<file path="src/rtl/tile_dispatcher_pkg.sv">
`timescale 1ns/1ps
`default_nettype none
// ============================================================================
// Module   : tile_dispatcher_pkg
// Brief    : Shared tile geometry, bank-status and read-FSM encodings.
// Revision : 1.0
// ============================================================================
package tile_dispatcher_pkg;

    localparam int unsigned c_TILE_WIDTH = 16;
    localparam int unsigned c_N          = c_TILE_WIDTH * c_TILE_WIDTH;

    localparam logic [1:0] c_BANK_EMPTY   = 2'b00;
    localparam logic [1:0] c_BANK_FULL    = 2'b01;
    localparam logic [1:0] c_BANK_DECIDED = 2'b10;

    localparam logic [0:0] c_ST_IDLE  = 1'b0;
    localparam logic [0:0] c_ST_DRAIN = 1'b1;

endpackage
`default_nettype wire

</file>
<file path="src/rtl/tile_dispatcher_bank_ram.sv">
`timescale 1ns/1ps
`default_nettype none
// ============================================================================
// Module   : tile_bank_ram
// Brief    : One tile bank: DEPTH x DATA_W RAM, one write port, one
//            registered read port whose output holds while iRdEn is low.
// Revision : 1.0
// ============================================================================
module tile_bank_ram #(
    parameter int unsigned DEPTH  = 256,
    parameter int unsigned DATA_W = 8,
    parameter int unsigned AW     = 8
) (
    input  logic              iClk,
    input  logic              iRst,
    input  logic              iWrEn,
    input  logic [AW-1:0]     iWrAddr,
    input  logic [DATA_W-1:0] iWrData,
    input  logic              iRdEn,
    input  logic [AW-1:0]     iRdAddr,
    output logic [DATA_W-1:0] oRdData
);

    logic [DATA_W-1:0] r_mem [DEPTH];
    logic [DATA_W-1:0] r_rd_data;

    always_ff @(posedge iClk) begin
        if (iWrEn) begin
            r_mem[iWrAddr] <= iWrData;
        end
    end

    always_ff @(posedge iClk or negedge iRst) begin
        if (!iRst) begin
            r_rd_data <= '0;
        end else if (iRdEn) begin
            r_rd_data <= r_mem[iRdAddr];
        end
    end

    assign oRdData = r_rd_data;

endmodule
`default_nettype wire

</file>
<file path="src/rtl/tile_dispatcher.sv">
`timescale 1ns/1ps
`default_nettype none
// ============================================================================
// Module   : tile_dispatcher
// Brief    : Ping-pong tile buffer that pairs each tile with its route
//            decision and streams it to the CNN or SNN port.
//            Optional macro TILE_DISPATCH_STATS_EN adds per-port tile counters.
// Revision : 1.0
// ============================================================================
module tile_dispatcher
    import tile_dispatcher_pkg::*;
#(
    parameter int unsigned TILE_WIDTH = c_TILE_WIDTH,
    parameter int unsigned DATA_W     = 8
) (
    input  logic              iClk,
    input  logic              iRst,
    input  logic [DATA_W-1:0] iData,
    input  logic              iValid,
    output logic              oInReady,
    input  logic              iRouteToCnn,
    input  logic              iDecisionValid,
    output logic [DATA_W-1:0] oCnnData,
    output logic              oCnnValid,
    output logic              oCnnLast,
    input  logic              iCnnReady,
    output logic [DATA_W-1:0] oSnnData,
    output logic              oSnnValid,
    output logic              oSnnLast,
    input  logic              iSnnReady,
    output logic              oOverflow,
`ifdef TILE_DISPATCH_STATS_EN
    output logic              oProtoErr,
    output logic [15:0]       oCnnTileCnt,
    output logic [15:0]       oSnnTileCnt
`else
    output logic              oProtoErr
`endif
);

    localparam int unsigned   c_NPIX      = TILE_WIDTH * TILE_WIDTH;
    localparam int unsigned   c_AW        = $clog2(c_NPIX);
    localparam logic [c_AW:0] c_NPIX_W    = (c_AW+1)'(c_NPIX);
    localparam logic [c_AW-1:0] c_LAST_ADR = c_AW'(c_NPIX - 1);

    logic [1:0]        w_status  [2];
    logic              w_route   [2];
    logic [DATA_W-1:0] w_rd_data [2];

    logic              r_wr_bank, r_dec_bank, r_rd_bank;
    logic [c_AW-1:0]   r_wr_addr;
    logic [0:0]        r_state, w_state_nxt;
    logic              r_cur_route;
    logic [c_AW:0]     r_issue_cnt;
    logic              r_out_valid, r_out_last;
    logic              r_overflow, r_proto_err;

    logic w_in_ready, w_wr_acc, w_wr_done, w_dec_ok;
    logic w_sel_ready, w_xfer, w_drain_done, w_start, w_rd_en;

    assign w_in_ready   = (w_status[r_wr_bank] == c_BANK_EMPTY);
    assign w_wr_acc     = iValid && w_in_ready;
    assign w_wr_done    = w_wr_acc && (r_wr_addr == c_LAST_ADR);
    // Status is the registered value, so a decision landing on the final write is rejected.
    assign w_dec_ok     = iDecisionValid && (w_status[r_dec_bank] == c_BANK_FULL);
    assign w_sel_ready  = r_cur_route ? iCnnReady : iSnnReady;
    assign w_xfer       = r_out_valid && w_sel_ready;
    assign w_drain_done = (r_state == c_ST_DRAIN) && w_xfer && r_out_last;
    assign w_start      = (r_state == c_ST_IDLE) && (w_status[r_rd_bank] == c_BANK_DECIDED);
    assign w_rd_en      = (r_state == c_ST_DRAIN) && (!r_out_valid || w_sel_ready)
                          && (r_issue_cnt < c_NPIX_W);

    genvar gi;
    generate
        for (gi = 0; gi < 2; gi++) begin : g_bank
            logic [1:0] r_status;
            logic       r_route;

            always_ff @(posedge iClk or negedge iRst) begin
                if (!iRst) begin
                    r_status <= c_BANK_EMPTY;
                    r_route  <= 1'b0;
                end else begin
                    if (w_wr_done && (r_wr_bank == 1'(gi))) begin
                        r_status <= c_BANK_FULL;
                    end
                    if (w_dec_ok && (r_dec_bank == 1'(gi))) begin
                        r_status <= c_BANK_DECIDED;
                        r_route  <= iRouteToCnn;
                    end
                    if (w_drain_done && (r_rd_bank == 1'(gi))) begin
                        r_status <= c_BANK_EMPTY;
                    end
                end
            end

            assign w_status[gi] = r_status;
            assign w_route[gi]  = r_route;

            tile_bank_ram #(
                .DEPTH  (c_NPIX),
                .DATA_W (DATA_W),
                .AW     (c_AW)
            ) u_ram (
                .iClk    (iClk),
                .iRst    (iRst),
                .iWrEn   (w_wr_acc && (r_wr_bank == 1'(gi))),
                .iWrAddr (r_wr_addr),
                .iWrData (iData),
                .iRdEn   (w_rd_en && (r_rd_bank == 1'(gi))),
                .iRdAddr (r_issue_cnt[c_AW-1:0]),
                .oRdData (w_rd_data[gi])
            );
        end
    endgenerate

    always_ff @(posedge iClk or negedge iRst) begin
        if (!iRst) begin
            r_wr_bank   <= 1'b0;
            r_wr_addr   <= '0;
            r_dec_bank  <= 1'b0;
            r_overflow  <= 1'b0;
            r_proto_err <= 1'b0;
        end else begin
            if (w_wr_acc) begin
                r_wr_addr <= w_wr_done ? '0 : r_wr_addr + c_AW'(1);
                if (w_wr_done) begin
                    r_wr_bank <= ~r_wr_bank;
                end
            end
            if (iValid && !w_in_ready) begin
                r_overflow <= 1'b1;
            end
            if (w_dec_ok) begin
                r_dec_bank <= ~r_dec_bank;
            end else if (iDecisionValid) begin
                r_proto_err <= 1'b1;
            end
        end
    end

    always_comb begin
        w_state_nxt = r_state;
        case (r_state)
            c_ST_IDLE:  if (w_start)      w_state_nxt = c_ST_DRAIN;
            c_ST_DRAIN: if (w_drain_done) w_state_nxt = c_ST_IDLE;
            default:                      w_state_nxt = c_ST_IDLE;
        endcase
    end

    always_ff @(posedge iClk or negedge iRst) begin
        if (!iRst) begin
            r_state     <= c_ST_IDLE;
            r_rd_bank   <= 1'b0;
            r_cur_route <= 1'b0;
            r_issue_cnt <= '0;
            r_out_valid <= 1'b0;
            r_out_last  <= 1'b0;
        end else begin
            r_state <= w_state_nxt;
            if (w_start) begin
                r_cur_route <= w_route[r_rd_bank];
                r_issue_cnt <= '0;
                r_out_valid <= 1'b0;
                r_out_last  <= 1'b0;
            end else if (w_drain_done) begin
                r_out_valid <= 1'b0;
                r_out_last  <= 1'b0;
                r_rd_bank   <= ~r_rd_bank;
            end else if (w_rd_en) begin
                // RAM output register doubles as the output stage; it only advances on a free slot.
                r_issue_cnt <= r_issue_cnt + (c_AW+1)'(1);
                r_out_valid <= 1'b1;
                r_out_last  <= (r_issue_cnt[c_AW-1:0] == c_LAST_ADR);
            end
        end
    end

    assign oInReady  = w_in_ready;
    assign oCnnValid = r_out_valid && r_cur_route;
    assign oSnnValid = r_out_valid && !r_cur_route;
    assign oCnnLast  = oCnnValid && r_out_last;
    assign oSnnLast  = oSnnValid && r_out_last;
    assign oCnnData  = oCnnValid ? w_rd_data[r_rd_bank] : '0;
    assign oSnnData  = oSnnValid ? w_rd_data[r_rd_bank] : '0;
    assign oOverflow = r_overflow;
    assign oProtoErr = r_proto_err;

`ifdef TILE_DISPATCH_STATS_EN
    logic [15:0] r_cnn_cnt, r_snn_cnt;

    always_ff @(posedge iClk or negedge iRst) begin
        if (!iRst) begin
            r_cnn_cnt <= '0;
            r_snn_cnt <= '0;
        end else if (w_drain_done) begin
            if (r_cur_route) r_cnn_cnt <= r_cnn_cnt + 16'd1;
            else             r_snn_cnt <= r_snn_cnt + 16'd1;
        end
    end

    assign oCnnTileCnt = r_cnn_cnt;
    assign oSnnTileCnt = r_snn_cnt;
`endif

endmodule
`default_nettype wire

</file>
<file path="config.mk">
export PLATFORM = sky130hd
export DESIGN_NAME = tile_dispatcher
export DESIGN_NICKNAME = d
export VERILOG_FILES = /design/src/rtl/tile_dispatcher_pkg.sv /design/src/rtl/tile_dispatcher_bank_ram.sv /design/src/rtl/tile_dispatcher.sv
export SDC_FILE = /design/constraint.sdc
export NUM_CORES = 2
export LEC_CHECK = 0
export ABC_CLOCK_PERIOD_IN_PS = 2610
export BUFFER_PORTS_ARGS = -buffer_cell sky130_fd_sc_hd__buf_4
export CAP_MARGIN = 20
export CORE_MARGIN = 2
export CORE_UTILIZATION = 40
export DETAILED_ROUTE_END_ITERATION = 16
export SLEW_MARGIN = 30
export SYNTH_ARGS = -nofsm -noshare
export SYNTH_HDL_FRONTEND = slang
export SYNTH_SLANG_ARGS = --single-unit
</file>
<file path="constraint.sdc">
create_clock -name iClk -period 2.61 [get_ports iClk]
set_input_delay 0.522 -clock iClk [delete_from_list [all_inputs] [get_ports iClk]]
set_output_delay 0.522 -clock iClk [all_outputs]
set_load 0.05 [all_outputs]
</file>
==> flow_summary.ini <==
[run_status]
outcome = finished with violations
violations = negative setup slack

[sta]
clock.fmax_ghz = 0.308
max_slew_margin_pct = 31.2
post-route-period-util_pct = 124
timing.setup.tns_ps = -11740
hold_viol = 0
finalWorstSetupSlack_ps = -633
setup_viol = 32
rsz0062_at_grt = yes
slew_viol_final = 0
worstMarginPinSlew_ps = 1030
finClkSkew_ps = 56.1
min_period_ps = 3240

[routing]
drc = 0
drt-initial-drc-count = 12900
vias = 89400
vias_per_cell = 5.95
routed_wl_um = 507000
firstDrtPassIters = 7
wl_per_cell_um = 33.7
antenna_left = 0

[power]
combPwrFrac_pct = 7.3
p_clk_share_pct = 41.6
ir_drop_uv = 665
p_leak_nw = 65.3
p_int_mw = 111
switching_share_pct = 23.0
seq_power_share_pct = 51.1
powerDensity_nw_per_um2 = 722
switchingPower_mw = 33.1

[clock_network]
cts_buffers = 413
insertion_delay_ps = 990
root_buffer = clkbuf_16
ctsHtreeMaxLevel = 5
clock_path_buffers = 4
cts_sinks = 4144
clk_pin_slew_ps = 60
cts_tree = done

[yosys]
yosysTopAreaCell = edfxtp_1
synth_top_area_share_pct = 76.2
ys_ff_latch = 4144
synth-edff-count = 4096
synth_ff_type = edfxtp_1
yosys.cell_types.count = 79
synth_area_leaders = edfxtp_1, mux4_2, mux2i_1
synth_area_per_cell_sq_um = 21.0
yosysWarnings = 0
seq_area_frac_synth_pct = 77.0
async_reset_ff_share_pct = 1.16
syn-num-nets = 7703
synth.cell_area_sq_um = 161000
syn_inst = 7683

[setup_path]
critPathSlowestCell = dfrtp_4
critPathMaxStageDelay_ps = 510
path_cells = buf_12 -> buf_16 -> buf_16 -> buf_12 -> buf_12 -> buf_16 -> mux4_2 -> mux2i_2 -> buf_4 -> a311oi_4 -> o311ai_2 -> buf_4 -> o21ai_1 -> o32a_1
worst_ep_arrival_time_ps = 4100
cp_max_fo = 6
crit_type = reg2reg
critPathRequiredTime_ps = 3470
path_buf_inv = 8
crit_path_end_kind = register
cp_top_family = buffers and inverters
start_kind = register

[cells_and_area]
fin_nets = 9413
fill_cells = 32000
syn_to_final_growth_pct = 23.7
fin_cells = 15000
finish.instance_area_sq_um = 200000
drive_gt1_share_pct = 38.6
multi_input_area_sq_um = 37200
utilization_pct = 49.6
seq_area_sq_um = 124000

[global_routing]
groute.usage.overall_pct = 24.4
overflow = 0
antenna_found_initial = 25
grt_pass1_wl_um = 703000
grt_max_degree = 125
first_global_vias = 89000

[worst_hold_path]
hp-class = in2reg

[placement]
port_buffers = 37
placed_cell_area_sq_um = 181000
post-place-ws_ps = -1300
routabilityCongestion = 0.903
dp_hpwl_um = 334000
dp_cells = 14100

[job]
cap_violations = 0

[die]
core_sq_um = 402000
start_util_pct = 40.1
die_h_um = 639
row_count = 233
die_x_um = 639
dieArea_sq_um = 408000
io_pins = 38
==> cell type report <==
cell class                 count  share of cell area (%)
multi-input combinational   3046                    18.6
antenna                       10                  0.0125
sequential                  4144                    62.3
clock inverter               288                    1.47
clock buffer                 478                    5.33
timing repair buffer        1767                    8.93
inverter                      21                  0.0514
tap                         5287                    3.32
==> power groups by stage <==
stage / Sequential, mW / Combinational [mW] / Clock, mW
final: 73.7 / 10.5 / 59.9
after global routing: 73.7 / 10.7 / 62.9
after CTS: 73.7 / 10.1 / 60.5
after detailed placement: 75.1 / 9.60 / 0
after global placement: 75.0 / 9.46 / 0
after floorplan: 75.0 / 4.09 / 0
==> layout by cell type, fill, tap and decap left out, types with 91 or more instances in the layout <==
| cell type | Yosys | final |
|---|---|---|
| a21oi_1 | 116 | 91 |
| buf_12 | 3 | 238 |
| buf_4 | 60 | 1373 |
| clkbuf_16 | 0 | 420 |
| clkinv_1 | 0 | 112 |
| edfxtp_1 | 4096 | 4096 |
| mux2i_1 | 315 | 292 |
| mux4_2 | 960 | 960 |
| nand2_1 | 196 | 183 |
| nor2_1 | 624 | 490 |
| nor2_4 | 0 | 122 |
==> final timing paths <==
kind | startpoint | to | slack, ps | cells past startpoint
min in group asynchronous | iRst | oProtoErr | 170 | 3
max in group asynchronous | iRst | r_issue_cnt[1] | 1950 | 3
worst min-delay path | iData[6] | g_bank[0].u_ram.r_mem[233][6] | 160 | 1
worst min register to register | oOverflow | oOverflow | 490 | 1
worst max register to register | r_issue_cnt[0] | g_bank[1].u_ram.oRdData[2] | -630 | 14
worst max-delay path | r_issue_cnt[0] | g_bank[1].u_ram.oRdData[2] | -630 | 14
==> flip-flops by register name, indices dropped and copies added, names as in the netlist <==
register,cells
g_bank.r_route,2
g_bank.u_ram.r_mem,4096
r_dec_bank,1
r_out_last,1
oProtoErr,1
g_bank.u_ram.oRdData,16
oOverflow,1
r_state,1
g_bank.r_status,4
r_rd_bank,1
r_cur_route,1
r_issue_cnt,9
r_out_valid,1
r_wr_bank,1
r_wr_addr,8
==> timing repair <==
item	CTS	global route
hold endpoints to repair	214	0
setup buffers	78	85
setup endpoints to repair	40	42
hold buffers	12	0
gates cloned	25	5
gates resized for setup	335	251
pin swaps	62	93
==> synthesized netlist by cell type (5+ instances only) <==
master and count:
a2111oi_0 8, a211oi_1 31, a21oi_1 116, a221o_1 7
a221oi_1 26, a22o_1 16, a22oi_1 101, a311oi_1 7
a31oi_1 29, a32oi_1 5, and2_1 13, and3_1 9
buf_1 35, buf_2 92, buf_4 60, buf_6 71
clkbuf_1 210, dfrtp_1 48, edfxtp_1 4096, ha_1 5
inv_1 19, mux2_2 32, mux2i_1 315, mux4_2 960
nand2_1 196, nand2b_1 17, nand3_1 84, nand3b_1 6
nand4_1 20, nor2_1 624, nor2b_1 24, nor3_1 43
nor4_1 15, o211ai_1 14, o21ai_0 69, o221ai_1 67
o22a_1 8, o22ai_1 79, o311ai_0 5, o31ai_1 5
or2_2 5, or3_1 9, xnor2_1 7, xor2_1 5
==> routing by layer <==
layer	GRT usage (%)	routed length (um)	vias to the layer above
met5	0	112	-
met4	9.93	22900	16
met3	5.39	54400	908
met2	37.5	233000	5143
met1	34.0	196000	47800
li1	-	-	35600
==> cells by family (layout without fill, tap and decap cells) <==
family	Yosys count	after routing	synth area share, %
xor gates and xnor gates	12	12	0.0651
buffers and inverters	494	2554	1.73
muxes	1307	1307	15.6
AOI/OAI and AO/OA	643	643	2.79
and+or+nand+nor	1078	1079	2.83
other	0	10	0
DFF	4144	4144	77.0
adders and majority gates	5	5	0.0388
==> through the flow <==
step / hold WS, ps / power, mW
2_1_floorplan: 226 / 79.1
3_3_place_gp: 466 / 84.5
3_5_place_dp: 464 / 84.7
4_1_cts: 89.4 / 144
5_1_grt: 132 / 147
6_report: 164 / 144
Note: power is estimated with default switching activity, not from simulation.
